$ cat config.mk
export PLATFORM = sky130hd
export DESIGN_NAME = hydra_pkt_gen
export DESIGN_NICKNAME = d
export VERILOG_FILES = /design/src/rtl/hydra_pkg.sv /design/src/rtl/hydra_pkt_gen_lane.sv /design/src/rtl/hydra_pkt_gen.sv
export SDC_FILE = /design/constraint.sdc
export NUM_CORES = 2
export LEC_CHECK = 0
export BUFFER_PORTS_ARGS = -buffer_cell sky130_fd_sc_hd__buf_2
export CAP_MARGIN = 20
export CELL_PAD_IN_SITES_DETAIL_PLACEMENT = 0
export CELL_PAD_IN_SITES_GLOBAL_PLACEMENT = 1
export CORE_UTILIZATION = 40
export DETAILED_ROUTE_END_ITERATION = 12
export PLACE_DENSITY_LB_ADDON = 0.3
export SLEW_MARGIN = 20
export SYNTH_ARGS = -nofsm -noshare
export SYNTH_HDL_FRONTEND = slang
export SYNTH_SLANG_ARGS = --single-unit
$ cat constraint.sdc
create_clock -name clk -period 3.75 [get_ports clk]
set_input_delay 0.5625 -clock clk [delete_from_list [all_inputs] [get_ports clk]]
set_output_delay 0.5625 -clock clk [all_outputs]
set_load 0.1 [all_outputs]
$ cat src/rtl/hydra_pkg.sv
// Shared definitions for the hydra packet generator: lane FSM states,
// header field layout and the LFSR step function.
package hydra_pkg;

    // Per-lane FSM states
    typedef enum logic [2:0] {
        ST_IDLE,
        ST_SOP,
        ST_HDR,
        ST_DATA,
        ST_EOP,
        ST_GAP
    } lane_state_e;

    // Header word layout: {len[8:0], prio[2:0], dest[3:0]}
    localparam int unsigned LEN_LSB  = 7;
    localparam int unsigned PRIO_LSB = 4;
    localparam int unsigned DEST_LSB = 0;

    // Right-shift Fibonacci form of taps 16,14,13,11: feedback from bits 0,2,3,5
    localparam logic [15:0] LFSR_TAPS = 16'h002D;

    // One LFSR step; the feedback bit enters at the MSB
    function automatic logic [15:0] lfsr_next(input logic [15:0] s);
        return {^(s & LFSR_TAPS), s[15:1]};
    endfunction

    // Assemble the 16-bit header word
    function automatic logic [15:0] make_hdr(input logic [8:0] len,
                                             input logic [2:0] prio,
                                             input logic [3:0] dest);
        return (16'(len) << LEN_LSB) | (16'(prio) << PRIO_LSB) | (16'(dest) << DEST_LSB);
    endfunction

endpackage

$ cat src/rtl/hydra_pkt_gen_lane.sv
// One generator lane: FSM, LFSR, word/gap counter, sent counter and done flag.
// Ports: clk, rst_n; enable/lane_en start control; cfg_* packet configuration;
// wr_sop/wr_eop/wr_vld/wr_data registered write interface; done quota flag.
module hydra_pkt_gen_lane
    import hydra_pkg::*;
#(
    parameter int unsigned NUM_PORTS     = 16,
    parameter int unsigned DATA_W        = 16,
    parameter int unsigned LEN_MIN       = 32,
    parameter int unsigned LEN_SPAN_LOG2 = 6,
    parameter logic [15:0] SEED          = 16'hACE1,
    parameter int unsigned LANE_ID       = 0
) (
    input  logic              clk,
    input  logic              rst_n,
    input  logic              enable,
    input  logic              lane_en,
    input  logic              len_mode,
    input  logic [8:0]        cfg_len,
    input  logic              dest_mode,
    input  logic [3:0]        cfg_dest,
    input  logic [2:0]        cfg_prio,
    input  logic [3:0]        cfg_gap,
    input  logic [15:0]       cfg_pkt_num,
    output logic              wr_sop,
    output logic              wr_eop,
    output logic              wr_vld,
    output logic [DATA_W-1:0] wr_data,
    output logic              done
);

    localparam logic [15:0] SEED_X    = SEED ^ 16'(LANE_ID + 1);
    localparam logic [15:0] SEED_L    = (SEED_X == 16'd0) ? 16'd1 : SEED_X;
    localparam logic [7:0]  SPAN_MASK = 8'((1 << LEN_SPAN_LOG2) - 1);
    localparam bit          POW2      = ((NUM_PORTS & (NUM_PORTS - 1)) == 0);

    // Reduce a 4-bit value modulo NUM_PORTS
    function automatic logic [3:0] dest_of(input logic [3:0] v);
        logic [4:0] d;
        d = {1'b0, v};
        if (POW2) begin
            d = d & 5'(NUM_PORTS - 1);
        end else begin
            for (int k = 0; k < 16; k++) begin
                if (d >= 5'(NUM_PORTS)) d = d - 5'(NUM_PORTS);
            end
        end
        return d[3:0];
    endfunction

    // Payload word: lane id in the top nibble, word index in the low bits
    function automatic logic [DATA_W-1:0] data_word(input logic [8:0] idx);
        logic [DATA_W-1:0] w;
        w = '0;
        w[DATA_W-1 -: 4] = 4'(LANE_ID);
        w[8:0] = idx;
        return w;
    endfunction

    lane_state_e       state_q, state_d;
    logic [15:0]       lfsr_q, lfsr_d, lfsr_adv;
    logic [8:0]        len_q, len_d, len_rand;
    logic [3:0]        dest_q, dest_d;
    logic [2:0]        prio_q, prio_d;
    logic [3:0]        gap_q, gap_d;
    logic [8:0]        cnt_q, cnt_d;
    logic [15:0]       sent_q, sent_d;
    logic              done_q, done_d;
    logic              sop_d, eop_d, vld_d;
    logic [DATA_W-1:0] data_d;

    // Next-state, per-packet latches and next registered outputs
    always_comb begin
        state_d  = state_q;
        lfsr_d   = lfsr_q;
        len_d    = len_q;
        dest_d   = dest_q;
        prio_d   = prio_q;
        gap_d    = gap_q;
        cnt_d    = cnt_q;
        sent_d   = sent_q;
        done_d   = done_q;
        sop_d    = 1'b0;
        eop_d    = 1'b0;
        vld_d    = 1'b0;
        data_d   = '0;
        lfsr_adv = lfsr_next(lfsr_q);
        len_rand = 9'(LEN_MIN) + 9'(lfsr_adv[15:8] & SPAN_MASK);

        case (state_q)
            ST_IDLE: begin
                if (enable && lane_en && !done_q) begin
                    state_d = ST_SOP;
                    sop_d   = 1'b1;
                end
            end
            ST_SOP: begin
                lfsr_d  = lfsr_adv;
                len_d   = len_mode ? len_rand : ((cfg_len == 9'd0) ? 9'd1 : cfg_len);
                dest_d  = dest_mode ? dest_of(lfsr_adv[3:0]) : cfg_dest;
                prio_d  = dest_mode ? lfsr_adv[6:4] : cfg_prio;
                gap_d   = cfg_gap;
                state_d = ST_HDR;
                vld_d   = 1'b1;
                data_d  = DATA_W'(make_hdr(len_d, prio_d, dest_d));
            end
            ST_HDR: begin
                state_d = ST_DATA;
                cnt_d   = 9'd0;
                vld_d   = 1'b1;
                data_d  = data_word(9'd0);
            end
            ST_DATA: begin
                if (cnt_q == len_q - 9'd1) begin
                    state_d = ST_EOP;
                    eop_d   = 1'b1;
                    // done is judged against the pre-increment count
                    if (cfg_pkt_num != 16'd0 && ({1'b0, sent_q} + 17'd1) == {1'b0, cfg_pkt_num})
                        done_d = 1'b1;
                    if (sent_q != 16'hFFFF) sent_d = sent_q + 16'd1;
                end else begin
                    cnt_d  = cnt_q + 9'd1;
                    vld_d  = 1'b1;
                    data_d = data_word(cnt_q + 9'd1);
                end
            end
            ST_EOP: begin
                if (gap_q != 4'd0) begin
                    state_d = ST_GAP;
                    cnt_d   = 9'd1;
                end else begin
                    state_d = ST_IDLE;
                end
            end
            ST_GAP: begin
                if (cnt_q == 9'(gap_q)) state_d = ST_IDLE;
                else                    cnt_d   = cnt_q + 9'd1;
            end
            default: state_d = ST_IDLE;
        endcase
    end

    // State and output registers
    always_ff @(posedge clk or negedge rst_n) begin
        if (!rst_n) begin
            state_q <= ST_IDLE;
            lfsr_q  <= SEED_L;
            len_q   <= '0;
            dest_q  <= '0;
            prio_q  <= '0;
            gap_q   <= '0;
            cnt_q   <= '0;
            sent_q  <= '0;
            done_q  <= 1'b0;
            wr_sop  <= 1'b0;
            wr_eop  <= 1'b0;
            wr_vld  <= 1'b0;
            wr_data <= '0;
        end else begin
            state_q <= state_d;
            lfsr_q  <= lfsr_d;
            len_q   <= len_d;
            dest_q  <= dest_d;
            prio_q  <= prio_d;
            gap_q   <= gap_d;
            cnt_q   <= cnt_d;
            sent_q  <= sent_d;
            done_q  <= done_d;
            wr_sop  <= sop_d;
            wr_eop  <= eop_d;
            wr_vld  <= vld_d;
            wr_data <= data_d;
        end
    end

    assign done = done_q;

endmodule

$ cat src/rtl/hydra_pkt_gen.sv
// Multi-port packet traffic generator for the hydra ingress interface.
// Ports: clk, rst_n; enable, port_mask run control; len/dest/prio/gap/pkt_num
// configuration shared by all lanes; per-lane wr_sop/wr_eop/wr_vld, packed
// wr_data (lane p at [p*DATA_W +: DATA_W]) and done.
module hydra_pkt_gen
    import hydra_pkg::*;
#(
    parameter int unsigned NUM_PORTS     = 16,
    parameter int unsigned DATA_W        = 16,
    parameter int unsigned LEN_MIN       = 32,
    parameter int unsigned LEN_SPAN_LOG2 = 6,
    parameter logic [15:0] SEED          = 16'hACE1
) (
    input  logic                        clk,
    input  logic                        rst_n,
    input  logic                        enable,
    input  logic [NUM_PORTS-1:0]        port_mask,
    input  logic                        len_mode,
    input  logic [8:0]                  cfg_len,
    input  logic                        dest_mode,
    input  logic [3:0]                  cfg_dest,
    input  logic [2:0]                  cfg_prio,
    input  logic [3:0]                  cfg_gap,
    input  logic [15:0]                 cfg_pkt_num,
    output logic [NUM_PORTS-1:0]        wr_sop,
    output logic [NUM_PORTS-1:0]        wr_eop,
    output logic [NUM_PORTS-1:0]        wr_vld,
    output logic [NUM_PORTS*DATA_W-1:0] wr_data,
    output logic [NUM_PORTS-1:0]        done
);

    // One independent lane per ingress port
    for (genvar p = 0; p < NUM_PORTS; p++) begin : g_lane
        hydra_pkt_gen_lane #(
            .NUM_PORTS     (NUM_PORTS),
            .DATA_W        (DATA_W),
            .LEN_MIN       (LEN_MIN),
            .LEN_SPAN_LOG2 (LEN_SPAN_LOG2),
            .SEED          (SEED),
            .LANE_ID       (p)
        ) u_lane (
            .clk         (clk),
            .rst_n       (rst_n),
            .enable      (enable),
            .lane_en     (port_mask[p]),
            .len_mode    (len_mode),
            .cfg_len     (cfg_len),
            .dest_mode   (dest_mode),
            .cfg_dest    (cfg_dest),
            .cfg_prio    (cfg_prio),
            .cfg_gap     (cfg_gap),
            .cfg_pkt_num (cfg_pkt_num),
            .wr_sop      (wr_sop[p]),
            .wr_eop      (wr_eop[p]),
            .wr_vld      (wr_vld[p]),
            .wr_data     (wr_data[p*DATA_W +: DATA_W]),
            .done        (done[p])
        );
    end

endmodule

Word level (Yosys, flattened, before mapping)
Index checks and enable logic that the tools add are counted.
{"block": "word_totals", "inputBits": 57, "out_inout_bits": 320, "elab_cells": 1075, "ff_bits": 1232}
{"block": "classes", "add_sub_neg": 80, "reduce_logical": 210, "eq_ne": 240, "n_mux": 337, "bitwise": 32}
{"operator": "16-bit case mux with 3 select lines", "count": 15}
{"operator": "9-bit 2-to-1 mux", "count": 66}
{"operator": "9-bit case mux with 4 select lines", "count": 16}
{"operator": "3-bit case mux with 6 select lines", "count": 16}
{"operator": "16-bit by 1-bit adder with 17-bit output (second input constant)", "count": 16}
{"operator": "17-bit by 16-bit == test with 1-bit output", "count": 16}
{"operator": "16-bit by 1-bit adder with 16-bit output (second input constant)", "count": 16}
{"operator": "16-bit != test (second input constant)", "count": 16}
{"operator": "16-bit by 4-bit OR with 16-bit output", "count": 16}
{"operator": "16-bit by 7-bit OR with 16-bit output", "count": 16}
{"operator": "16-bit XOR reduction", "count": 16}
{"operator": "3-bit 2-to-1 mux", "count": 80}
{"operator": "9-bit by 1-bit adder with 9-bit output (second input constant)", "count": 16}
{"operator": "9-bit by 4-bit == test with 1-bit output", "count": 16}
{"operator": "9-bit == test", "count": 16}
{"operator": "3-bit AND reduction", "count": 48}
{"operator": "9-bit by 1-bit subtractor with 9-bit output (second input constant)", "count": 16}
{"operator": "16-bit 2-to-1 mux", "count": 8}
{"operator": "4-bit 2-to-1 mux", "count": 32}
{"operator": "2-bit by 1-bit != test with 1-bit output (second input constant)", "count": 64}
{"operator": "4-bit nonzero test", "count": 32}
{"operator": "6-bit by 6-bit adder with 7-bit output (first input constant)", "count": 16}
{"operator": "3-bit by 2-bit == test with 1-bit output (second input constant)", "count": 32}
{"operator": "3-bit == test (second input constant)", "count": 32}
{"operator": "other kinds (15)", "count": 266}

Depth between registers and ports, before layout
{"block": "logic_depth", "depth_word": 6, "depth_mapped": 11, "ltp_nobuf": 11}

Hierarchy
From an unflattened synthesis, not the netlist that was laid out.
{"block": "unflattened", "cells_unflattened": 7047, "area_unflattened_um2": 69242.7}
{"mod": "hydra_pkt_gen_lane at g_lane[10].u_lane ...", "cells_per_inst": 468, "n_inst": 2, "area_each_um2": 4272.8, "seq_area_each_um2": 1938.1}
{"mod": "hydra_pkt_gen_lane at g_lane[0].u_lane", "cells_per_inst": 438, "n_inst": 1, "area_each_um2": 4486.8, "seq_area_each_um2": 1935.6}
{"mod": "hydra_pkt_gen_lane at g_lane[9].u_lane", "cells_per_inst": 474, "n_inst": 1, "area_each_um2": 4486.8, "seq_area_each_um2": 1939.4}
{"mod": "hydra_pkt_gen_lane at g_lane[2].u_lane", "cells_per_inst": 471, "n_inst": 1, "area_each_um2": 4419.2, "seq_area_each_um2": 1936.9}
{"mod": "hydra_pkt_gen_lane at g_lane[11].u_lane", "cells_per_inst": 407, "n_inst": 1, "area_each_um2": 4347.9, "seq_area_each_um2": 1939.4}
{"mod": "hydra_pkt_gen_lane at g_lane[15].u_lane", "cells_per_inst": 453, "n_inst": 1, "area_each_um2": 4342.9, "seq_area_each_um2": 1938.1}
{"mod": "hydra_pkt_gen_lane at g_lane[4].u_lane", "cells_per_inst": 459, "n_inst": 1, "area_each_um2": 4340.4, "seq_area_each_um2": 1936.9}
{"mod": "hydra_pkt_gen_lane at g_lane[8].u_lane", "cells_per_inst": 463, "n_inst": 1, "area_each_um2": 4316.6, "seq_area_each_um2": 1936.9}
{"mod": "hydra_pkt_gen_lane at g_lane[7].u_lane", "cells_per_inst": 411, "n_inst": 1, "area_each_um2": 4312.9, "seq_area_each_um2": 1938.1}
{"mod": "hydra_pkt_gen_lane at g_lane[12].u_lane", "cells_per_inst": 451, "n_inst": 1, "area_each_um2": 4311.6, "seq_area_each_um2": 1938.1}
{"mod": "hydra_pkt_gen_lane at g_lane[13].u_lane", "cells_per_inst": 427, "n_inst": 1, "area_each_um2": 4311.6, "seq_area_each_um2": 1940.6}
{"mod": "hydra_pkt_gen_lane at g_lane[5].u_lane", "cells_per_inst": 423, "n_inst": 1, "area_each_um2": 4306.6, "seq_area_each_um2": 1939.4}
{"mod": "hydra_pkt_gen_lane at g_lane[1].u_lane", "cells_per_inst": 406, "n_inst": 1, "area_each_um2": 4266.6, "seq_area_each_um2": 1938.1}
{"mod": "hydra_pkt_gen_lane at g_lane[14].u_lane", "cells_per_inst": 416, "n_inst": 1, "area_each_um2": 4227.8, "seq_area_each_um2": 1939.4}
{"mod": "hydra_pkt_gen_lane at g_lane[3].u_lane", "cells_per_inst": 412, "n_inst": 1, "area_each_um2": 4219.0, "seq_area_each_um2": 1938.1}

Worst setup path after synthesis
OpenSTA, ideal clock, no wires.
{"block": "synth_path", "kind": "reg2reg", "from": "register g_lane[6].u_lane.len_q[0]", "to": "register g_lane[6].u_lane.sent_q[3]", "t_arrival_ps": 3023, "setup_slack_ps": 648, "stages_incl_launch_ff": 9, "required_time_ps": 3671, "setup_ps": 79, "cell_sequence": "dfrtp_1 -> or4_4 -> or4b_1 -> and3_1 -> o31a_1 -> or4_4 -> buf_6 -> nor4b_4 -> xor2_1"}
{"block": "synth_via", "elab_chain_cells": 3}
{"item": "start: declaration", "line": "hydra_pkt_gen_lane.sv:62", "rtl": "logic [8:0] len_q, len_d, len_rand;"}
{"item": "start signal: assignment", "line": "hydra_pkt_gen_lane.sv:162", "rtl": "len_q <= len_d;"}
{"item": "9-bit by 1-bit subtractor with 9-bit output", "line": "hydra_pkt_gen_lane.sv:114", "rtl": "if (cnt_q == len_q - 9'd1) begin"}
{"item": "9-bit == test", "line": "hydra_pkt_gen_lane.sv:114"}
{"item": "3-bit AND reduction (no line)"}
{"item": "end signal: assignment", "line": "hydra_pkt_gen_lane.sv:167", "rtl": "sent_q <= sent_d;"}
{"item": "end: declaration", "line": "hydra_pkt_gen_lane.sv:67", "rtl": "logic [15:0] sent_q, sent_d;"}
No other way between the ends.
A chain may end at the register's enable or synchronous reset.

Final worst setup path
{"block": "layout_path", "from": "register g_lane[7].u_lane.len_q[0]", "to": "register g_lane[7].u_lane.sent_q[6]"}
{"block": "layout_via", "elab_chain_cells": 3}
{"item": "start: declaration", "line": "hydra_pkt_gen_lane.sv:62"}
{"item": "start signal: assignment", "line": "hydra_pkt_gen_lane.sv:162"}
{"item": "9-bit by 1-bit subtractor with 9-bit output", "line": "hydra_pkt_gen_lane.sv:114"}
{"item": "9-bit == test", "line": "hydra_pkt_gen_lane.sv:114"}
{"item": "3-bit AND reduction (no line)"}
{"item": "end signal: assignment", "line": "hydra_pkt_gen_lane.sv:167"}
{"item": "end: declaration", "line": "hydra_pkt_gen_lane.sv:67"}
No other way between the ends.

==> metrics.log <==
INFO  metric stdcell_area = between 70000 and 80000 µm²
INFO  metric cts.htree.levels = 4
INFO  metric peakVddDrop = ~0.96 mV
INFO  metric cts_num_sinks = 1232
INFO  metric max_clock_freq = 0.288 GHz
INFO  metric power_leakage = around 0.034 µW
INFO  metric flow.area_growth_from_synthesis = 13.8%
INFO  metric internal_power = a little over 30000 µW
INFO  metric postSynth.asyncResetShare = 100%
INFO  metric path_clk_slew = roughly 60 ps
INFO  metric die_w = between 400 and 500 µm
INFO  metric synth_edf_count = 0
INFO  metric grt_overflow = 0
INFO  metric remaining_drc_errors = 0
INFO  metric cts_tree = yes
INFO  metric dpl-instance-area = 70400 µm²
INFO  metric fin_setup_tns = 0 ps
INFO  metric final_weighted_congestion_in_routability_driven_placement = 0.880
INFO  metric layout_skew = 23.1 ps
INFO  metric final-max-slew-violation-count = 0
INFO  metric via_count = around 54000
INFO  metric drt.antenna.violating_nets = 0
INFO  metric clock_power_share = 26.7%
INFO  metric power.combinational.fraction = 38.6%
INFO  metric grt.total_usage = 24.9%
INFO  metric clk-insertion-delay-late = roughly 800 ps
INFO  metric grt_antenna_before_repair = 18
INFO  metric postCtsSetupBuffers = 0
INFO  metric syn_avg_cell_area = roughly 9.2 µm²
INFO  metric placedCellCount = 9400
INFO  metric sw_frac_of_total = a little over two fifths
INFO  metric floorplan.io_pins = 377
INFO  metric cell_area_power_density = 722 nW/µm²
INFO  metric min-delay-path-class = primary input to flop
INFO  metric syn_nets = 7287
INFO  metric worst_pin_slew = 1020 ps
INFO  metric critical_path_peak_fanout = 8
INFO  metric ys_seq_area_share = 46.9%
INFO  metric critPathLaunchType = flop
INFO  metric sequentialPowerShare = between 30% and 40%
INFO  metric max-slew-margin-rel = 30.9%
INFO  metric final_hold_violating_endpoints = 0
INFO  metric switching_power = 23200 µW
INFO  metric die_area = 167000 µm²
INFO  metric finalNetCount = 7494
INFO  metric worst-setup-path-type = flop to flop
INFO  metric final_util = 46.0%
INFO  metric die_h = a little over 400 µm
INFO  metric synthDistinctLibCells = 90
INFO  metric cp_data_arrival_time = 4200 ps
INFO  metric placed_wire_length_estimate = between 100000 and 150000 µm
INFO  metric grt_pass1_wl = 320000 µm
INFO  metric post_route_cells_drive_above_1_share = between 10% and 20%
INFO  metric drt_wl_total = 211000 µm
INFO  metric post_drt_wl_per_cell = 21.8 µm
INFO  metric clock_tree.root_cell = sky130_fd_sc_hd__clkbuf_16
INFO  metric fillers = 15600
INFO  metric placementRows = 148
INFO  metric finalSetupViolCount = 0
INFO  metric grt_pass1_vias = about 51000
INFO  metric grt_start_max_net_pins = 151
INFO  metric synth_seq_cells = 1232
INFO  metric yosys_most_used_dff = sky130_fd_sc_hd__dfrtp_1
INFO  metric critical_path_data_required_time = 4470 ps
INFO  metric final_period_minus_worst_setup_slack = 3480 ps
INFO  metric yosysWarningCount = 0
INFO  metric drt-vias-per-instance = 5.54
INFO  metric tritoncts.num_buffers = ~150
INFO  metric crit_path_end_kind = flop
INFO  metric synthesis.instances = between 7000 and 8000
INFO  metric portBuffers = 376
INFO  metric run_status = finished clean
INFO  metric layout.cells.non_filler = between 9000 and 10000
INFO  metric setup_repair_after_global_routing_missed_its_margin = false
INFO  metric finalHoldWorstSlack = 60.2 ps
INFO  metric cts-root-to-sink-buffers = 3
INFO  metric syn-cell-area = 66100 µm²
INFO  metric initial_core_util = 40.4%
INFO  metric drt_pre_antenna_iters = 5
INFO  metric floorplan.core_area = around 160000 µm²
INFO  metric finalCritPeriodShare = 92.7%
INFO  metric initialDrtViolationCount = 4538
INFO  metric maxCapViolations = 0
-- routing by layer --
| metal | track usage, % | routed length [µm] |
|---|---|---|
| met1 | 36.7 | 99300 |
| met2 | 36.7 | 91700 |
| met3 | 4.33 | 13500 |
| met4 | 8.23 | 6600 |
| met5 | 0 | 20 |
-- cell usage after synthesis, types with 100 or more instances --
library cell | number | area (µm²)
sky130_fd_sc_hd__nor2_1 | 431 | 1620
sky130_fd_sc_hd__xor2_1 | 329 | 2880
sky130_fd_sc_hd__nand4_1 | 102 | 638
sky130_fd_sc_hd__dfstp_2 | 145 | 3810
sky130_fd_sc_hd__a21oi_1 | 315 | 1580
sky130_fd_sc_hd__nand2_1 | 1162 | 4360
sky130_fd_sc_hd__nand3_1 | 247 | 1240
sky130_fd_sc_hd__o31ai_1 | 100 | 751
sky130_fd_sc_hd__and3_1 | 131 | 820
sky130_fd_sc_hd__inv_1 | 142 | 533
sky130_fd_sc_hd__xnor2_1 | 634 | 5550
sky130_fd_sc_hd__dfrtp_1 | 1087 | 27200
sky130_fd_sc_hd__nor3_1 | 190 | 951
sky130_fd_sc_hd__o21ai_0 | 279 | 1400
sky130_fd_sc_hd__o22ai_1 | 144 | 901
sky130_fd_sc_hd__clkbuf_1 | 395 | 1480
-- state kept, by name, summed over array words and instances, names as in the netlist --
signal and cells:
g_lane.u_lane.sent_q 256, g_lane.u_lane.len_q 144, g_lane.u_lane.done 16, g_lane.u_lane.gap_q 64
g_lane.u_lane.wr_vld 16, g_lane.u_lane.wr_eop 16, g_lane.u_lane.cnt_q 144, g_lane.u_lane.wr_sop 16
g_lane.u_lane.state_q 48, g_lane.u_lane.wr_data 256, g_lane.u_lane.lfsr_q 256
-- power by group through the flow --
stage                     registers [µW]  clock network [µW]  logic (µW)
after floorplan                    21400                   0       12900
after global placement             19000                   0       20600
after detailed placement           19000                   0       20800
after CTS                          18800               14900       20900
after global routing               19200               15400       22700
final                              18900               14500       21000
-- cell families (layout without fill, tap and decap cells) --
logic type               Yosys count  in the layout  synth area share, %
AO/OA/AOI/OAI                   1300           1300                 12.5
buffers and inverters            653            981                 4.10
adder cells (fa/ha/maj)           64             64                 1.21
multiplexers                     119            119                 1.96
XOR/XNOR                         963            963                 12.8
other                              0              3                    0
AND/OR/NAND/NOR                 2836           2836                 20.6
flip-flops                      1232           1232                 46.9
-- worst max-delay path, stage by stage (launching register included) --
cell and delay, ps:
sky130_fd_sc_hd__dfrtp_1 420, sky130_fd_sc_hd__or4_1 610, sky130_fd_sc_hd__or3_1 370, sky130_fd_sc_hd__a2111o_1 420, sky130_fd_sc_hd__nor4_2 610, sky130_fd_sc_hd__and2_1 290
sky130_fd_sc_hd__nand2_1 140, sky130_fd_sc_hd__inv_1 200, sky130_fd_sc_hd__and3_1 190, sky130_fd_sc_hd__xor2_1 150
-- cell type report --
cell class | count | area (µm²) | area share, %
flip-flops and latches | 1232 | 31000 | 41.2
clock inverters | 61 | 724 | 0.962
multi-input cells | 5282 | 32600 | 43.3
clock buffers | 207 | 4140 | 5.49
inverters | 146 | 548 | 0.728
repair buffers | 567 | 3530 | 4.69
well taps | 2175 | 2720 | 3.61
diodes | 3 | 7.51 | 0.00997
-- what timing repair did --
action                    in CTS  in global routing
hold endpoints to repair      58                  0
resized for setup              0                  0
hold buffers                   1                  0
-- through the flow --
step / total power (µW) / setup WS [ps]
after CTS: 54600 / 297
after global placement: 39500 / 317
after global routing: 57400 / 105
after detailed placement: 39800 / 282
final: 54300 / 272
after floorplan: 34300 / 648
-- path summary, 6_finish.rpt --
path	cells after the start	from	endpoint	slack [ps]
max	9	g_lane[7].u_lane.len_q[0]	g_lane[7].u_lane.sent_q[6]	270
min	3	port_mask[9]	g_lane[9].u_lane.wr_sop	60
max reg2reg	9	g_lane[7].u_lane.len_q[0]	g_lane[7].u_lane.sent_q[6]	270
min reg2reg	2	g_lane[5].u_lane.lfsr_q[6]	g_lane[5].u_lane.lfsr_q[5]	460
max in group asynchronous	3	rst_n	g_lane[5].u_lane.sent_q[9]	2220
min in group asynchronous	2	rst_n	g_lane[14].u_lane.cnt_q[1]	290
-- cells in the final DEF (no fill, tap or decap), types with 33 or more instances in the layout --
cell / Yosys / final
sky130_fd_sc_hd__a211oi_1: 33 / 33
sky130_fd_sc_hd__a21o_1: 97 / 97
sky130_fd_sc_hd__a21oi_1: 315 / 315
sky130_fd_sc_hd__a31oi_1: 65 / 65
sky130_fd_sc_hd__and2_1: 42 / 42
sky130_fd_sc_hd__and3_1: 131 / 131
sky130_fd_sc_hd__buf_2: 2 / 373
sky130_fd_sc_hd__buf_4: 65 / 176
sky130_fd_sc_hd__clkbuf_1: 395 / 38
sky130_fd_sc_hd__clkbuf_16: 0 / 148
sky130_fd_sc_hd__dfrtp_1: 1087 / 1087
sky130_fd_sc_hd__dfstp_2: 145 / 145
sky130_fd_sc_hd__ha_1: 63 / 63
sky130_fd_sc_hd__inv_1: 142 / 142
sky130_fd_sc_hd__mux2_2: 82 / 82
sky130_fd_sc_hd__mux2i_1: 37 / 37
sky130_fd_sc_hd__nand2_1: 1162 / 1161
sky130_fd_sc_hd__nand2b_1: 94 / 91
sky130_fd_sc_hd__nand3_1: 247 / 246
sky130_fd_sc_hd__nand3b_1: 39 / 39
sky130_fd_sc_hd__nand4_1: 102 / 102
sky130_fd_sc_hd__nor2_1: 431 / 430
sky130_fd_sc_hd__nor2b_1: 83 / 72
sky130_fd_sc_hd__nor3_1: 190 / 184
sky130_fd_sc_hd__nor4_1: 88 / 82
sky130_fd_sc_hd__o21ai_0: 279 / 279
sky130_fd_sc_hd__o22ai_1: 144 / 144
sky130_fd_sc_hd__o31ai_1: 100 / 100
sky130_fd_sc_hd__or2_2: 37 / 37
sky130_fd_sc_hd__or3_1: 46 / 46
sky130_fd_sc_hd__xnor2_1: 634 / 634
sky130_fd_sc_hd__xor2_1: 329 / 329
No activity file was read; power rests on OpenSTA's default activity.
